## src/rtl/pipeline_pkg.sv

```systemverilog
// Shared definitions for the five-stage pipeline: opcodes, instruction field positions and the
// interlock FSM state type.
package pipeline_pkg;

    localparam logic [4:0] OP_CMP      = 5'b00101;
    localparam logic [4:0] OP_NOT      = 5'b01000;
    localparam logic [4:0] OP_MOV      = 5'b01001;
    localparam logic [4:0] OP_ALU_LAST = 5'b01100;
    localparam logic [4:0] OP_NOP      = 5'b01101;
    localparam logic [4:0] OP_LD       = 5'b01110;
    localparam logic [4:0] OP_ST       = 5'b01111;
    localparam logic [4:0] OP_BEQ      = 5'b10000;
    localparam logic [4:0] OP_BGT      = 5'b10001;
    localparam logic [4:0] OP_B        = 5'b10010;
    localparam logic [4:0] OP_CALL     = 5'b10011;
    localparam logic [4:0] OP_RET      = 5'b10100;

    localparam int unsigned OPC_MSB = 31;
    localparam int unsigned OPC_LSB = 27;
    localparam int unsigned IMM_BIT = 26;
    localparam int unsigned RD_MSB  = 25;
    localparam int unsigned RD_LSB  = 22;
    localparam int unsigned RS1_MSB = 21;
    localparam int unsigned RS1_LSB = 18;
    localparam int unsigned RS2_MSB = 17;
    localparam int unsigned RS2_LSB = 14;

    typedef enum logic [1:0] {
        StRun   = 2'd0,
        StStall = 2'd1,
        StFlush = 2'd2
    } state_t;

    // Opcodes 00000..01100 are the register/immediate ALU group (cmp, not and mov included).
    function automatic logic is_alu_op(input logic [4:0] op);
        return op <= OP_ALU_LAST;
    endfunction

endpackage

```

## src/rtl/pipeline_interlock_unit_src_reg_decode.sv

```systemverilog
// Combinational source-register decode: which register operands an instruction reads.
module src_reg_decode
    import pipeline_pkg::*;
#(
    parameter logic [3:0] RA_REG = 4'b1111
) (
    input  logic [31:0] i_ir,
    output logic        o_uses_rs1,
    output logic [3:0]  o_src1,
    output logic        o_uses_rs2,
    output logic [3:0]  o_src2
);

    logic [4:0] w_op;
    logic [3:0] w_rd;
    logic [3:0] w_rs1;
    logic [3:0] w_rs2;
    logic       w_imm;

    assign w_op  = i_ir[OPC_MSB:OPC_LSB];
    assign w_rd  = i_ir[RD_MSB:RD_LSB];
    assign w_rs1 = i_ir[RS1_MSB:RS1_LSB];
    assign w_rs2 = i_ir[RS2_MSB:RS2_LSB];
    assign w_imm = i_ir[IMM_BIT];

    always_comb begin
        o_uses_rs1 = 1'b1;
        case (w_op)
            OP_NOP, OP_B, OP_BEQ, OP_BGT, OP_CALL, OP_NOT, OP_MOV: o_uses_rs1 = 1'b0;
            default:                                               o_uses_rs1 = 1'b1;
        endcase
        o_src1 = (w_op == OP_RET) ? RA_REG : w_rs1;
        // A store's data operand comes from the rd field and travels on the second read port.
        o_uses_rs2 = (!w_imm && is_alu_op(w_op)) || (w_op == OP_ST);
        o_src2     = (w_op == OP_ST) ? w_rd : w_rs2;
    end

endmodule

```

## src/rtl/pipeline_interlock_unit.sv

```systemverilog
// Hazard controller: load-use stall and taken-branch flush for the IF/OF and OF/EX registers,
// with saturating hazard counters for performance debug.
module pipeline_interlock_unit
    import pipeline_pkg::*;
#(
    parameter int unsigned CNT_W  = 16,
    parameter logic [3:0]  RA_REG = 4'b1111
) (
    input  logic             clk,
    input  logic             reset,
    input  logic [31:0]      input_OF_IR,
    input  logic [31:0]      input_EX_IR,
    input  logic             is_branch_taken,
    output logic             stall_pc,
    output logic             stall_if_of,
    output logic             bubble_of_ex,
    output logic             flush_if_of,
    output logic [1:0]       state,
    output logic [CNT_W-1:0] load_use_count,
    output logic [CNT_W-1:0] flush_count
);

    localparam logic [CNT_W-1:0] CntOne = {{(CNT_W-1){1'b0}}, 1'b1};

    state_t           r_state;
    logic [CNT_W-1:0] r_lu_cnt;
    logic [CNT_W-1:0] r_fl_cnt;

    logic       w_uses_rs1;
    logic [3:0] w_src1;
    logic       w_uses_rs2;
    logic [3:0] w_src2;
    logic [3:0] w_ex_rd;
    logic       w_ex_is_ld;
    logic       w_lu;
    logic       w_lu_stall;

    src_reg_decode #(
        .RA_REG(RA_REG)
    ) u_of_decode (
        .i_ir      (input_OF_IR),
        .o_uses_rs1(w_uses_rs1),
        .o_src1    (w_src1),
        .o_uses_rs2(w_uses_rs2),
        .o_src2    (w_src2)
    );

    assign w_ex_rd    = input_EX_IR[RD_MSB:RD_LSB];
    assign w_ex_is_ld = (input_EX_IR[OPC_MSB:OPC_LSB] == OP_LD);
    assign w_lu       = w_ex_is_ld && (r_state != StFlush) &&
                        ((w_uses_rs1 && (w_src1 == w_ex_rd)) ||
                         (w_uses_rs2 && (w_src2 == w_ex_rd)));
    // Only stall from RUN: in STALL the same ld already got its bubble.
    assign w_lu_stall = w_lu && (r_state == StRun);

    always_comb begin
        stall_pc     = 1'b0;
        stall_if_of  = 1'b0;
        bubble_of_ex = 1'b0;
        flush_if_of  = 1'b0;
        if (!reset) begin
            if (is_branch_taken) begin
                flush_if_of  = 1'b1;
                bubble_of_ex = 1'b1;
            end else if (w_lu_stall) begin
                stall_pc     = 1'b1;
                stall_if_of  = 1'b1;
                bubble_of_ex = 1'b1;
            end
        end
    end

    always_ff @(posedge clk) begin
        if (reset) begin
            r_state  <= StRun;
            r_lu_cnt <= '0;
            r_fl_cnt <= '0;
        end else if (is_branch_taken) begin
            r_state <= StFlush;
            if (r_fl_cnt != '1) r_fl_cnt <= r_fl_cnt + CntOne;
        end else if (w_lu_stall) begin
            r_state <= StStall;
            if (r_lu_cnt != '1) r_lu_cnt <= r_lu_cnt + CntOne;
        end else begin
            r_state <= StRun;
        end
    end

    assign state          = r_state;
    assign load_use_count = r_lu_cnt;
    assign flush_count    = r_fl_cnt;

endmodule

```

## config.mk

```make
export PLATFORM = sky130hd
export DESIGN_NAME = pipeline_interlock_unit
export DESIGN_NICKNAME = d
export VERILOG_FILES = /design/src/rtl/pipeline_pkg.sv /design/src/rtl/pipeline_interlock_unit_src_reg_decode.sv /design/src/rtl/pipeline_interlock_unit.sv
export SDC_FILE = /design/constraint.sdc
export NUM_CORES = 1
export LEC_CHECK = 0
export BUFFER_PORTS_ARGS = -buffer_cell sky130_fd_sc_hd__buf_2
export CAP_MARGIN = 40
export CORE_ASPECT_RATIO = 1.2
export CORE_MARGIN = 2
export CORE_UTILIZATION = 47
export DETAILED_ROUTE_END_ITERATION = 7
export GPL_TIMING_DRIVEN = 0
export PLACE_DENSITY_LB_ADDON = 0.2
export SKIP_CTS_REPAIR_TIMING = 1
export SLEW_MARGIN = 5
export SYNTH_ARGS = -nofsm -noshare
export SYNTH_HDL_FRONTEND = slang
export SYNTH_SLANG_ARGS = --single-unit
export TNS_END_PERCENT = 20
```

## constraint.sdc

```tcl
create_clock -name clk -period 2.6 [get_ports clk]
set_input_delay 0.13 -clock clk [delete_from_list [all_inputs] [get_ports clk]]
set_output_delay 0.13 -clock clk [all_outputs]
set_load 0.01 [all_outputs]
```

## Yosys cells after proc, flatten, opt, wreduce, memory -nomap -nowiden

Cells that the tools add are included.

- Bitwise gates (word level): 1
- Reduce and logical (&&, ||, !) cells: 14
- Magnitude comparators: 1
- Multiplexer cells: 12
- Add/sub/neg operators: 2
- Equality and inequality tests: 15

Operator list:

| cell | count |
|---|---|
| 16-bit by 1-bit adder with 16-bit output, second input constant | 2 |
| 16-bit != test, second input constant | 2 |
| 5-bit by 4-bit == test with 1-bit output, second input constant | 5 |
| 5-bit == test, second input constant | 5 |
| 1-bit 2-to-1 mux | 9 |
| 4-bit == test | 2 |
| 4-bit 2-to-1 mux | 2 |
| 7-bit OR reduction | 1 |
| 1-bit logical AND | 6 |
| 5-bit by 4-bit less-or-equal comparator with 1-bit output, second input constant | 1 |
| 3-bit AND reduction | 1 |
| 2-bit logical NOT | 1 |
| 1-bit logical OR | 2 |
| 2-bit 2-to-1 mux | 1 |
| 2-bit != test, second input constant | 1 |
| 2-bit AND reduction | 1 |
| 2-bit OR reduction | 1 |
| 1-bit logical NOT | 1 |
| 1-bit inverter | 1 |

- Input bits: 67
- Flip-flop bits (word level): 34
- Logic and storage cells: 49

## Depth between registers and ports, before layout

Gate-level depths: netlist of run 1.

- Depth in word-level cells: 10
- Gate-level depth with buffers: 10
- Mapped depth without buffers: 7

## Modules after synthesis

A second synthesis of run 1 with hierarchy kept.

- Cells, all modules: 244
- Area total of the unflattened synthesis: 2,019.4 um2

Modules (own cells, without submodules):

| module | cells each | times used | area an instance (um2) |
|---|---|---|---|
| pipeline_interlock_unit | 225 | 1 | 1,873.0 |
| src_reg_decode | 19 | 1 | 146.4 |

## Least setup slack after synthesis of run 1

OpenSTA, ideal clock, no wires.

- Kind: register -> register
- Start point: register r_lu_cnt[4] (netlist: load_use_count[4])
- End point: register r_lu_cnt[0] (netlist: load_use_count[0])
- Period minus slack after synthesis: 2.134 ns
- Slack: 0.466 ns
- Cell stages (with the launch flop): 8
- Arrival time: 2.010 ns
- Required time: 2.477 ns
- Buffers on the path: 0
- Cell sequence: dfxtp_1 > and4_1 > and3_1 > nand4_1 > nor3_2 > nor2_1 > nand2_1 > mux2_1

- Cells in the longest elaborated chain, start to end: 2

RTL lines:

| item | RTL line | source |
|---|---|---|
| from (decl) | pipeline_interlock_unit.sv:26 | `logic [CNT_W-1:0] r_lu_cnt;` |
| from (signal assigned) | pipeline_interlock_unit.sv:83 | `if (r_lu_cnt != '1) r_lu_cnt <= r_lu_cnt + CntOne;` |
| 16-bit != test | pipeline_interlock_unit.sv:83 |  |
| 3-bit AND reduction (no source line) | - |  |

Every way passes these cells.
A chain may end at the register's enable or synchronous reset.

## Worst setup path after layout of run 1

- Start point: register r_state[1] (netlist: state[1])
- End point: output port bubble_of_ex

- Cells in the longest elaborated chain, start to end: 7
- Elaborated cells on any way between the ends: 8
- Classes of those cells: eq/ne (1); mux (3); reduce/logical (4)

RTL lines:

| item | RTL line | source |
|---|---|---|
| from (decl) | pipeline_interlock_unit.sv:25 | `state_t r_state;` |
| from (signal assigned) | pipeline_interlock_unit.sv:75 | `r_state <= StRun;` |
| from (signal assigned) | pipeline_interlock_unit.sv:79 | `r_state <= StFlush;` |
| from (signal assigned) | pipeline_interlock_unit.sv:82 | `r_state <= StStall;` |
| 2-bit != test | pipeline_interlock_unit.sv:50 | `assign w_lu = w_ex_is_ld && (r_state != StFlush) &&` |
| 1-bit logical AND (2 in a row) | pipeline_interlock_unit.sv:50 |  |
| 1-bit logical AND * | pipeline_interlock_unit.sv:54 | `assign w_lu_stall = w_lu && (r_state == StRun);` |
| 1-bit 2-to-1 mux * | pipeline_interlock_unit.sv:65 | `end else if (w_lu_stall) begin` |
| 1-bit 2-to-1 mux * | pipeline_interlock_unit.sv:62 | `if (is_branch_taken) begin` |
| 1-bit 2-to-1 mux * | pipeline_interlock_unit.sv:61 | `if (!reset) begin` |
| to (decl) | pipeline_interlock_unit.sv:16 | `output logic bubble_of_ex,` |

Every way passes the cells marked *; elsewhere a longest branch is shown, timed or not.

==> results of run 1 <==
==> sequential cells by signal, summed over array words and instances (netlist names) <==
name            cells
flush_count        16
load_use_count     16
state               2
==> placed cells by master (no fill, tap or decap), types with 6 or more instances in the layout <==
master	instances
buf_2	64
nor2_1	37
dfxtp_1	34
nand2_1	19
nor2b_1	17
nand3_1	15
a21oi_1	13
nor3_1	11
clkbuf_1	8
buf_4	7
xnor2_1	7
inv_1	6
nand4_1	6
mux2_1	6
xor2_1	6
==> cell type report <==
| class | instances | area (µm²) | area share, % |
|---|---|---|---|
| plain buffers | 12 | 76.3 | 2.81 |
| clock buffers | 5 | 68.8 | 2.53 |
| clock inverters | 2 | 10.0 | 0.368 |
| inverters | 6 | 22.5 | 0.829 |
| multi-input cells | 213 | 1430 | 52.6 |
| flip-flops and latches | 34 | 681 | 25.1 |
| well taps | 58 | 72.6 | 2.67 |
| repair buffers | 69 | 358 | 13.2 |
==> cells by family (layout without fill, tap and decap cells) <==
group                    after synthesis  count (layout)  synth area share [%]
AO/OA/AOI/OAI                         45              45                  15.9
XOR/XNOR                              13              13                  5.19
adder cells (fa/ha/maj)                2               2                  1.14
buffers and inverters                 18              94                  4.50
flip-flops                            34              34                  31.0
multiplexers                          11              11                  5.36
AND/OR/NAND/NOR                      142             142                  36.9
==> stage by stage <==
step | std cells | setup slack, ps | total power [µW] | instance area (µm²) | setup TNS, ps
global route | 399 | 119 | 1060 | 2720 | 0
CTS | 394 | -76.2 | 1030 | 2670 | -76.2
detailed placement | 387 | 70.8 | 661 | 2590 | 0
finish | 399 | 227 | 1010 | 2720 | 0
floorplan | 265 | 466 | 611 | 2200 | 0
global placement | 387 | 78.8 | 659 | 2590 | 0
==> power by group <==
part           total, µW  internal, µW  switching (µW)
Sequential           530           525            4.85
Combinational        120          50.6            69.1
Clock                365           179             185
Total               1010           755             259
==> worst paths after layout <==
kind,cells after the start,to,slack [ps],from
hold reg to reg,2,flush_count[3]$_SDFFE_PP0P_,500,flush_count[3]$_SDFFE_PP0P_
hold / removal,3,load_use_count[8]$_SDFFE_PP0P_,320,reset
setup reg to reg,7,load_use_count[0]$_SDFFE_PP0P_,280,load_use_count[4]$_SDFFE_PP0P_
setup / recovery,11,bubble_of_ex,230,state[1]$_SDFF_PP0_
==> worst min-delay path: cells and delay by family <==
| kind | cells | cell delay [ps] |
|---|---|---|
| simple gates | 1 | 140 |
| mux | 1 | 130 |
| buf+inv | 1 | 180 |
==> per-layer routing <==
layer	vias up	global-route usage [%]
met2	51	35.3
li1	1112	-
met3	7	5.10
met5	-	0
met4	0	6.12
met1	1013	21.6
==> metrics.txt, run 1 <==
# TYPE chip_impl_metric gauge
chip_impl_info{name="outcome",value="completed"} 1
chip_impl_metric{name="grt_pass1_vias",unit=""} 1928
chip_impl_metric{name="skew",unit="ps"} 5.08
chip_impl_metric{name="placement.io_buffers",unit=""} 64
chip_impl_metric{name="h-tree-depth",unit=""} 2
chip_impl_metric{name="drv_cap",unit=""} 0
chip_impl_info{name="element_type_at_the_critical_path_end",value="output port"} 1
chip_impl_metric{name="drt_pass1_iterations",unit=""} 4
chip_impl_metric{name="detailroute.via_count",unit=""} 2183
chip_impl_metric{name="post-route-drc-count",unit=""} 0
chip_impl_metric{name="crit_arrival",unit="ps"} 2240
chip_impl_info{name="cp_slowest_cell",value="dfxtp_1"} 1
chip_impl_metric{name="ys_async_sr_fraction",unit="%"} 0
chip_impl_metric{name="yosys_register_bits",unit=""} 34
chip_impl_metric{name="routabilityCongestion",unit=""} 0.801
chip_impl_metric{name="postSynthNetCount",unit=""} 334
chip_impl_metric{name="worstPathMaxFanout",unit=""} 10
chip_impl_metric{name="fillerInstances",unit=""} 450
chip_impl_metric{name="number_of_antenna_violations_at_the_first_check_in_global_routing",unit=""} 0
chip_impl_metric{name="detail_route.iter0.violations",unit=""} 89
chip_impl_info{name="netlist_top_cells_area",value="dfxtp_1 (31%), nor2_1 (6.3%), nor2b_1 (4.8%), nand3_1 (3.4%), nand2_1 (3.2%)"} 1
chip_impl_metric{name="share_of_yosys_cell_area_claimed_by_the_top_area_cell_type",unit="%"} 31.0
chip_impl_metric{name="synth-warning-count",unit=""} 0
chip_impl_metric{name="clk_transition_reported_paths",unit="ps"} 70
chip_impl_metric{name="drive_above_1_share",unit="%"} 29.3
chip_impl_info{name="synth.most_common_cell",value="nor2_1"} 1
chip_impl_metric{name="initial_utilization",unit="%"} 48.5
chip_impl_metric{name="finish.utilization",unit="%"} 60.0
chip_impl_info{name="startpoint_type",value="register"} 1
chip_impl_info{name="kind_of_critical_path",value="reg -> out"} 1
chip_impl_metric{name="postSynthAreaPerCell",unit="µm²"} 8.29
chip_impl_info{name="crit_path_cell_trace",value="nor4b_1 > nand4b_1 > buf_4 > a211oi_2 > nand3_1 > o41ai_4 > buf_6 > buf_12 > nor2_1 > nor2_1 > buf_2"} 1
chip_impl_info{name="timing.critical_path.max_delay_family",value="simple AND/OR/NAND/NOR gates"} 1
chip_impl_metric{name="post_route_clock_period_utilization",unit="%"} 91.3
chip_impl_metric{name="met3_wirelength",unit="µm"} 253
chip_impl_metric{name="wl_per_cell",unit="µm"} 12.8
chip_impl_metric{name="die_height",unit="µm"} 78.9
chip_impl_info{name="yosys.area.top_type",value="dfxtp_1"} 1
chip_impl_metric{name="grt_max_degree",unit=""} 11
chip_impl_metric{name="final-max-slew-violation-count",unit=""} 0
chip_impl_metric{name="max-slew-margin-rel",unit="%"} 60.4
chip_impl_metric{name="total_leakage_power",unit="µW"} 0.00117
chip_impl_metric{name="numCtsBuffers",unit=""} 5
chip_impl_metric{name="worstMarginPinSlew",unit="ps"} 595
chip_impl_metric{name="vdd_ir_drop_max",unit="µV"} 369
chip_impl_metric{name="place_hpwl",unit="µm"} 3960
chip_impl_info{name="critical-path-top-cell-by-count",value="nor2_1"} 1
chip_impl_metric{name="setup_viol",unit=""} 0
chip_impl_metric{name="synth_enable_flop_cells",unit=""} 0
chip_impl_metric{name="num_rows",unit=""} 27
chip_impl_metric{name="overall_fraction_of_global_route_tracks_in_use",unit="%"} 19.4
chip_impl_metric{name="final_antenna_net_count",unit=""} 0
chip_impl_metric{name="metal_1_wl",unit="µm"} 2210
chip_impl_metric{name="hold_viol",unit=""} 0
chip_impl_metric{name="clock.fmax",unit="MHz"} 421
chip_impl_metric{name="grt.overflow.total",unit=""} 0
chip_impl_metric{name="cts_max_path_buffers",unit=""} 2
chip_impl_metric{name="core_area",unit="µm²"} 4530
chip_impl_info{name="dominantRegCellSynth",value="dfxtp_1"} 1
chip_impl_info{name="timing.hold.worst.class",value="in -> reg"} 1
chip_impl_metric{name="vias_per_cell",unit=""} 5.47
chip_impl_metric{name="wl_met2",unit="µm"} 2580
chip_impl_info{name="clock_root_buffer",value="clkbuf_8"} 1
chip_impl_metric{name="post_synth_instance_area",unit="µm²"} 2200
chip_impl_info{name="routed.top_layer",value="met4"} 1
chip_impl_metric{name="synthToLayoutAreaGrowth",unit="%"} 23.7
chip_impl_metric{name="cts_sinks",unit=""} 34
chip_impl_metric{name="grt_first_pass_wirelength",unit="µm"} 8090
chip_impl_info{name="ys_top_cells_by_count",value="nor2_1 (37), dfxtp_1 (34), nand2_1 (19)"} 1
chip_impl_metric{name="period_needed",unit="ps"} 2370
chip_impl_metric{name="detail_route.wirelength",unit="µm"} 5100
chip_impl_metric{name="boundaryPins",unit=""} 105
chip_impl_info{name="rsz_0062_raised_after_global_routing",value="no"} 1
chip_impl_metric{name="syn_inst",unit=""} 265
chip_impl_metric{name="power.density",unit="nW/µm²"} 373
chip_impl_metric{name="finalNetCount",unit=""} 410
chip_impl_metric{name="die_width",unit="µm"} 66.4
chip_impl_metric{name="critical_path_required",unit="ps"} 2470
chip_impl_metric{name="worst_path_largest_cell_delay",unit="ps"} 310
chip_impl_metric{name="synth_cell_type_count",unit=""} 48
chip_impl_metric{name="synth-seq-area-share",unit="%"} 31.0
chip_impl_metric{name="crit_buf_inv",unit=""} 4
chip_impl_metric{name="die_area",unit="µm²"} 5240
chip_impl_metric{name="diodes",unit=""} 0
chip_impl_metric{name="worst_skew_pair.late_latency",unit="ps"} 280
chip_impl_info{name="cts_tree",value="yes"} 1
chip_impl_metric{name="holdWs",unit="ps"} 320
No activity file was read; power rests on OpenSTA's default activity.
==> run 2, diff against run 1 <==
- BUFFER_PORTS_ARGS: -buffer_cell sky130_fd_sc_hd__buf_2 -> unset
- CORE_MARGIN: 2 -> unset
- CORE_UTILIZATION: 47 -> 54
- DONT_BUFFER_PORTS: unset -> 1
- clock period: 2.6 -> 2.45 ns (I/O delays scaled with it)
==> run 2 against run 1 <==
Final area down 13%. Wire length fell by 6.1%. Worst hold slack worse by 120 ps. Core utilization up 0.63 points. Total power up 2.6%. Largest power group unchanged. Cell count fell by 18%.
==> metrics.txt, run 2 (synthesized netlist as in run 1, its figures left out) <==
# TYPE chip_impl_metric gauge
chip_impl_info{name="outcome",value="completed"} 1
chip_impl_info{name="timing.hold.worst.class",value="in -> reg"} 1
chip_impl_metric{name="h-tree-depth",unit=""} 2
chip_impl_info{name="worstHoldEndpoint",value="state[0]$_SDFF_PP0_"} 1
chip_impl_metric{name="routabilityCongestion",unit=""} 0.800
chip_impl_info{name="crit_path_cell_trace",value="nor4b_1 > nand4b_1 > a211oi_1 > nand3_1 > o41ai_4 > buf_6 > buf_12 > nor2_1 > nor2_1"} 1
chip_impl_metric{name="overall_fraction_of_global_route_tracks_in_use",unit="%"} 23.4
chip_impl_metric{name="reg2reg_slack",unit="ps"} 150
chip_impl_metric{name="drt_pass1_iterations",unit=""} 4
chip_impl_metric{name="critical_path_required",unit="ps"} 2330
chip_impl_metric{name="placement.io_buffers",unit=""} 0
chip_impl_metric{name="setup_viol",unit=""} 0
chip_impl_metric{name="synthToLayoutAreaGrowth",unit="%"} 7.98
chip_impl_metric{name="crit_buf_inv",unit=""} 2
chip_impl_metric{name="period_needed",unit="ps"} 2420
chip_impl_info{name="kind_of_critical_path",value="reg -> out"} 1
chip_impl_metric{name="total_leakage_power",unit="µW"} 0.000843
chip_impl_info{name="startpoint_type",value="register"} 1
chip_impl_metric{name="hold_viol",unit=""} 0
chip_impl_metric{name="power.density",unit="nW/µm²"} 439
chip_impl_metric{name="drive_above_1_share",unit="%"} 13.6
chip_impl_metric{name="placed_area",unit="µm²"} 2260
chip_impl_info{name="clock_root_buffer",value="clkbuf_8"} 1
chip_impl_info{name="cp_slowest_cell",value="dfxtp_1"} 1
chip_impl_metric{name="dp_cells",unit=""} 319
chip_impl_metric{name="grt.overflow.total",unit=""} 0
chip_impl_metric{name="final-max-slew-violation-count",unit=""} 0
chip_impl_metric{name="initial_utilization",unit="%"} 56.2
chip_impl_metric{name="place_hpwl",unit="µm"} 3610
chip_impl_metric{name="drv_cap",unit=""} 0
chip_impl_info{name="worstHoldStart",value="input_EX_IR[24]"} 1
chip_impl_metric{name="grt_max_degree",unit=""} 11
chip_impl_info{name="most_frequent_standard_cell_in_the_layout_excluding_fill_and_tap_cells",value="nor2_1"} 1
chip_impl_metric{name="finalNetCount",unit=""} 342
chip_impl_metric{name="clk_transition_reported_paths",unit="ps"} 70
chip_impl_metric{name="fin_cells",unit=""} 327
chip_impl_metric{name="boundaryPins",unit=""} 105
chip_impl_metric{name="crit_arrival",unit="ps"} 2290
chip_impl_metric{name="die_area",unit="µm²"} 4330
chip_impl_metric{name="number_of_antenna_violations_at_the_first_check_in_global_routing",unit=""} 0
chip_impl_info{name="critical-path-top-cell-by-count",value="nor2_1"} 1
chip_impl_info{name="timing.critical_path.max_delay_family",value="simple AND/OR/NAND/NOR gates"} 1
chip_impl_metric{name="grt_first_pass_wirelength",unit="µm"} 7790
chip_impl_metric{name="max-slew-margin-rel",unit="%"} 59.2
chip_impl_info{name="cts_tree",value="yes"} 1
chip_impl_metric{name="skew",unit="ps"} 3.07
chip_impl_metric{name="cts_max_path_buffers",unit=""} 2
chip_impl_metric{name="worst-r2r-cell-count",unit=""} 7
chip_impl_metric{name="die_width",unit="µm"} 60.2
chip_impl_metric{name="worst_skew_pair.late_latency",unit="ps"} 280
chip_impl_metric{name="clock.fmax",unit="MHz"} 414
chip_impl_metric{name="vias_per_cell",unit=""} 5.96
chip_impl_metric{name="diodes",unit=""} 0
chip_impl_info{name="critical_path.reg2reg.startpoint",value="load_use_count[5]$_SDFFE_PP0P_"} 1
chip_impl_metric{name="cts_sinks",unit=""} 34
chip_impl_metric{name="detail_route.wirelength",unit="µm"} 4790
chip_impl_metric{name="detailroute.via_count",unit=""} 1949
chip_impl_metric{name="wl_per_cell",unit="µm"} 14.6
chip_impl_metric{name="whs_path_depth",unit=""} 3
chip_impl_metric{name="core_area",unit="µm²"} 3910
chip_impl_info{name="element_type_at_the_critical_path_end",value="output port"} 1
chip_impl_metric{name="post-route-drc-count",unit=""} 0
chip_impl_metric{name="worstPathMaxFanout",unit=""} 10
chip_impl_metric{name="design_area",unit="µm²"} 2370
chip_impl_metric{name="num_rows",unit=""} 25
chip_impl_metric{name="die_height",unit="µm"} 71.9
chip_impl_info{name="critical_path.reg2reg.endpoint",value="load_use_count[0]$_SDFFE_PP0P_"} 1
chip_impl_metric{name="grt_pass1_vias",unit=""} 1849
chip_impl_metric{name="power",unit="µW"} 1040
chip_impl_metric{name="post_route_clock_period_utilization",unit="%"} 98.6
chip_impl_metric{name="vdd_ir_drop_max",unit="µV"} 369
chip_impl_info{name="rsz_0062_raised_after_global_routing",value="yes"} 1
chip_impl_metric{name="finish.utilization",unit="%"} 60.6
chip_impl_metric{name="worst_path_largest_cell_delay",unit="ps"} 350
chip_impl_metric{name="fillerInstances",unit=""} 366
chip_impl_metric{name="detail_route.iter0.violations",unit=""} 65
chip_impl_metric{name="final_antenna_net_count",unit=""} 0
chip_impl_metric{name="numCtsBuffers",unit=""} 5
chip_impl_info{name="mostFrequentLayoutCells",value="nor2_1 (37), dfxtp_1 (30), nand2_1 (19)"} 1
chip_impl_metric{name="worstMarginPinSlew",unit="ps"} 611
run 2: cell types whose count changed in the layout (fill, tap and decap cells not counted), moves of 4 or more:
cell / before / now
buf_2: 64 / 0
buf_4: 7 / 3
dfxtp_1: 34 / 30
dfxtp_2: 0 / 4
run 2: how the worst max path moves through the flow:
stage / from / cells past startpoint / end / slack [ps]
2_1_floorplan: load_use_count[4]$_SDFFE_PP0P_ / 7 / load_use_count[0]$_SDFFE_PP0P_ / 320
3_3_place_gp: load_use_count[4]$_SDFFE_PP0P_ / 7 / load_use_count[0]$_SDFFE_PP0P_ / -20
3_5_place_dp: load_use_count[4]$_SDFFE_PP0P_ / 7 / load_use_count[0]$_SDFFE_PP0P_ / -40
4_1_cts: state[1]$_SDFF_PP0_ / 7 / bubble_of_ex / -130
5_1_grt: state[1]$_SDFF_PP0_ / 9 / bubble_of_ex / -100
6_report: state[1]$_SDFF_PP0_ / 9 / bubble_of_ex / 30
run 2: worst register-to-register path, delay by kind of cell, from the launching register on:
kind	cells	cell delay, ps
simple gates	6	1470
mux	1	320
flops	1	410
run 2: stage by stage:
stage          hold WS (ps)  TNS [ps]  worst slack, ps
2_1_floorplan           432         0              316
3_3_place_gp            441     -24.1            -21.9
3_5_place_dp            443     -52.0            -39.6
4_1_cts                 165      -204             -127
5_1_grt                 253      -105            -97.3
6_report                202         0             34.0
run 2: cell type report:
type                    count  area (µm²)  area share [%]
flip-flops and latches     34         686            28.9
repair buffers              1        7.51           0.317
multi-input cells         213        1430            60.4
inverters                   6        22.5           0.950
well taps                  54        67.6            2.85
plain buffers              12        76.3            3.22
clock inverters             2        10.0           0.422
clock buffers               5        68.8            2.90
run 2: layer usage:
metal | track usage [%] | routed length [µm] | vias to the layer above
li1 | - | - | 977
met1 | 25.8 | 2030 | 916
met2 | 40.8 | 2360 | 52
met3 | 8.66 | 356 | 4
met4 | 6.46 | 42 | 0
met5 | 0 | 0 | -
run 2: where the power goes:
group | total [µW] | switching, µW | internal (µW)
sequential | 565 | 8.01 | 557
clock | 388 | 197 | 190
combinational | 88.0 | 52.5 | 35.5
total | 1040 | 258 | 783
==> run 3, diff against run 2 <==
- REMOVE_ABC_BUFFERS: unset -> 1
==> run 3 against run 2 <==
First-iteration DRC count grew 46%. Die area is the same. Final area shrank 0.32%. Via count shrank 2.0%. Non-clock buffer count shrank 5. Critical path type is now reg -> reg.
==> metrics.txt, run 3 (synthesized netlist as in run 1, its figures left out) <==
# TYPE chip_impl_metric gauge
chip_impl_metric{name="crit_arrival",unit="ps"} 2500
chip_impl_metric{name="internal-power",unit="µW"} 818
chip_impl_metric{name="numCtsBuffers",unit=""} 5
chip_impl_info{name="cts_tree",value="yes"} 1
chip_impl_info{name="kind_of_critical_path",value="reg -> reg"} 1
chip_impl_metric{name="die_height",unit="µm"} 71.9
chip_impl_metric{name="place_hpwl",unit="µm"} 3310
chip_impl_metric{name="detailroute.via_count",unit=""} 1910
chip_impl_metric{name="p_seq_share",unit="%"} 52.7
chip_impl_metric{name="cts_sinks",unit=""} 34
chip_impl_info{name="timing.hold.worst.class",value="in -> reg"} 1
chip_impl_metric{name="number_of_antenna_violations_at_the_first_check_in_global_routing",unit=""} 0
chip_impl_metric{name="final_antenna_net_count",unit=""} 0
chip_impl_metric{name="fillerInstances",unit=""} 362
chip_impl_metric{name="vdd_ir_drop_max",unit="µV"} 460
chip_impl_metric{name="core_area",unit="µm²"} 3910
chip_impl_metric{name="hold_viol",unit=""} 0
chip_impl_metric{name="fin_tns_setup",unit="ps"} 0
chip_impl_metric{name="h-tree-depth",unit=""} 2
chip_impl_metric{name="power_switching_share",unit="%"} 23.8
chip_impl_metric{name="drv_cap",unit=""} 0
chip_impl_metric{name="p_clk_share",unit="%"} 40.4
chip_impl_metric{name="setup_viol",unit=""} 0
chip_impl_metric{name="skew",unit="ps"} 7.90
chip_impl_metric{name="period_needed",unit="ps"} 2330
chip_impl_metric{name="detail_route.wirelength",unit="µm"} 4760
chip_impl_metric{name="post-route-drc-count",unit=""} 0
chip_impl_metric{name="grt_max_degree",unit=""} 46
chip_impl_metric{name="critical_path_required",unit="ps"} 2630
chip_impl_metric{name="die_width",unit="µm"} 60.2
chip_impl_metric{name="diodes",unit=""} 0
chip_impl_metric{name="drive_above_1_share",unit="%"} 13.0
chip_impl_metric{name="num_rows",unit=""} 25
chip_impl_metric{name="total_leakage_power",unit="µW"} 0.000844
chip_impl_metric{name="placement.io_buffers",unit=""} 0
chip_impl_metric{name="power.density",unit="nW/µm²"} 454
chip_impl_metric{name="routabilityCongestion",unit=""} 0.807
chip_impl_metric{name="grt.overflow.total",unit=""} 0
chip_impl_metric{name="overall_fraction_of_global_route_tracks_in_use",unit="%"} 21.9
chip_impl_metric{name="max-slew-margin-rel",unit="%"} 33.9
chip_impl_metric{name="grt_pass1_vias",unit=""} 1665
chip_impl_metric{name="final-max-slew-violation-count",unit=""} 0
chip_impl_metric{name="reg2reg_slack",unit="ps"} 120
chip_impl_info{name="mostFrequentLayoutCells",value="nor2_1 (37), dfxtp_1 (33), nand2_1 (19)"} 1
chip_impl_metric{name="switchingPower",unit="µW"} 255
chip_impl_metric{name="die_area",unit="µm²"} 4330
chip_impl_metric{name="grt_first_pass_wirelength",unit="µm"} 7270
chip_impl_metric{name="design_area",unit="µm²"} 2360
chip_impl_metric{name="post_route_clock_period_utilization",unit="%"} 95.0
chip_impl_metric{name="detail_route.iter0.violations",unit=""} 95
chip_impl_metric{name="worstMarginPinSlew",unit="ps"} 988
chip_impl_metric{name="drt_pass1_iterations",unit=""} 4
chip_impl_metric{name="power.combinational.fraction",unit="%"} 6.9
chip_impl_metric{name="finalNetCount",unit=""} 337
chip_impl_info{name="element_type_at_the_critical_path_end",value="register"} 1
chip_impl_metric{name="worst_skew_pair.late_latency",unit="ps"} 290
chip_impl_metric{name="clock.fmax",unit="MHz"} 429
chip_impl_info{name="outcome",value="completed"} 1
chip_impl_metric{name="cts_max_path_buffers",unit=""} 2
chip_impl_info{name="startpoint_type",value="register"} 1
chip_impl_metric{name="wl_per_cell",unit="µm"} 14.7
chip_impl_info{name="clock_root_buffer",value="clkbuf_8"} 1
chip_impl_metric{name="boundaryPins",unit=""} 105
chip_impl_metric{name="worstPathMaxFanout",unit=""} 6
chip_impl_metric{name="placed_area",unit="µm²"} 2200
chip_impl_metric{name="holdWs",unit="ps"} 41.1
chip_impl_metric{name="initial_utilization",unit="%"} 56.2
chip_impl_metric{name="synthToLayoutAreaGrowth",unit="%"} 7.64
chip_impl_metric{name="vias_per_cell",unit=""} 5.91
chip_impl_info{name="most_frequent_standard_cell_in_the_layout_excluding_fill_and_tap_cells",value="nor2_1"} 1
chip_impl_metric{name="clk_transition_reported_paths",unit="ps"} 70
## run 3: changes by cell type in the layout (fill, tap and decap cells not counted)
cell           delta
or3_4             -1
buf_12            -1
clkbuf_8          +1
or3_1             +1
dfxtp_2           -3
buf_4             +2
dfxtp_1           +3
clkinvlp_4        +1
dlygate4sd3_1     +2
clkbuf_1          -8
clkinv_2          -1
## run 3: power groups by stage
stage / combinational (µW) / clock, µW / sequential (µW)
floorplan: 56.2 / 0 / 576
global placement: 62.3 / 0 / 578
detailed placement: 63.9 / 0 / 578
CTS: 64.0 / 446 / 565
global route: 84.1 / 471 / 565
finish: 74.3 / 433 / 565
## run 3: layer usage
layer / global-route usage (%) / vias up / share of wire [%]
met5: 0 / - / 0
met4: 8.79 / 0 / 2.0
met3: 10.5 / 9 / 8.0
met2: 35.8 / 45 / 48
met1: 24.0 / 890 / 42
li1: - / 966 / -
## run 3: worst paths after layout
kind,from,endpoint,depth (start not counted)
setup reg to reg,load_use_count[5]$_SDFFE_PP0P_,load_use_count[4]$_SDFFE_PP0P_,6
hold reg to reg,flush_count[10]$_SDFFE_PP0P_,flush_count[10]$_SDFFE_PP0P_,2
setup / recovery,load_use_count[5]$_SDFFE_PP0P_,load_use_count[4]$_SDFFE_PP0P_,6
hold / removal,reset,load_use_count[14]$_SDFFE_PP0P_,2
## run 3: layout make-up
class | instances | area, µm² | share of cell area [%]
clock buffers | 6 | 82.6 | 3.49
inverters | 6 | 22.5 | 0.953
repair buffers | 8 | 68.8 | 2.91
multi-input cells | 213 | 1430 | 60.4
well taps | 54 | 67.6 | 2.86
clock inverters | 2 | 12.5 | 0.529
flip-flops and latches | 34 | 682 | 28.9
## run 3: worst max-delay path, cell delays in order (launching register included)
cell and delay (ps):
dfxtp_1 470, and4_1 260, and3_1 230, nand4_1 260, or3_1 530, nand3_1 140
mux2_1 330
## run 3: metrics by stage
stage,util (%),cells,total power [µW],setup slack [ps]
5_1_grt,60.4,323,1120,-22.4
6_report,60.4,323,1070,122
3_5_place_dp,56.2,308,642,-116
4_1_cts,58.7,316,1080,-115
2_1_floorplan,-,253,632,36.1
3_3_place_gp,55.9,307,640,-399
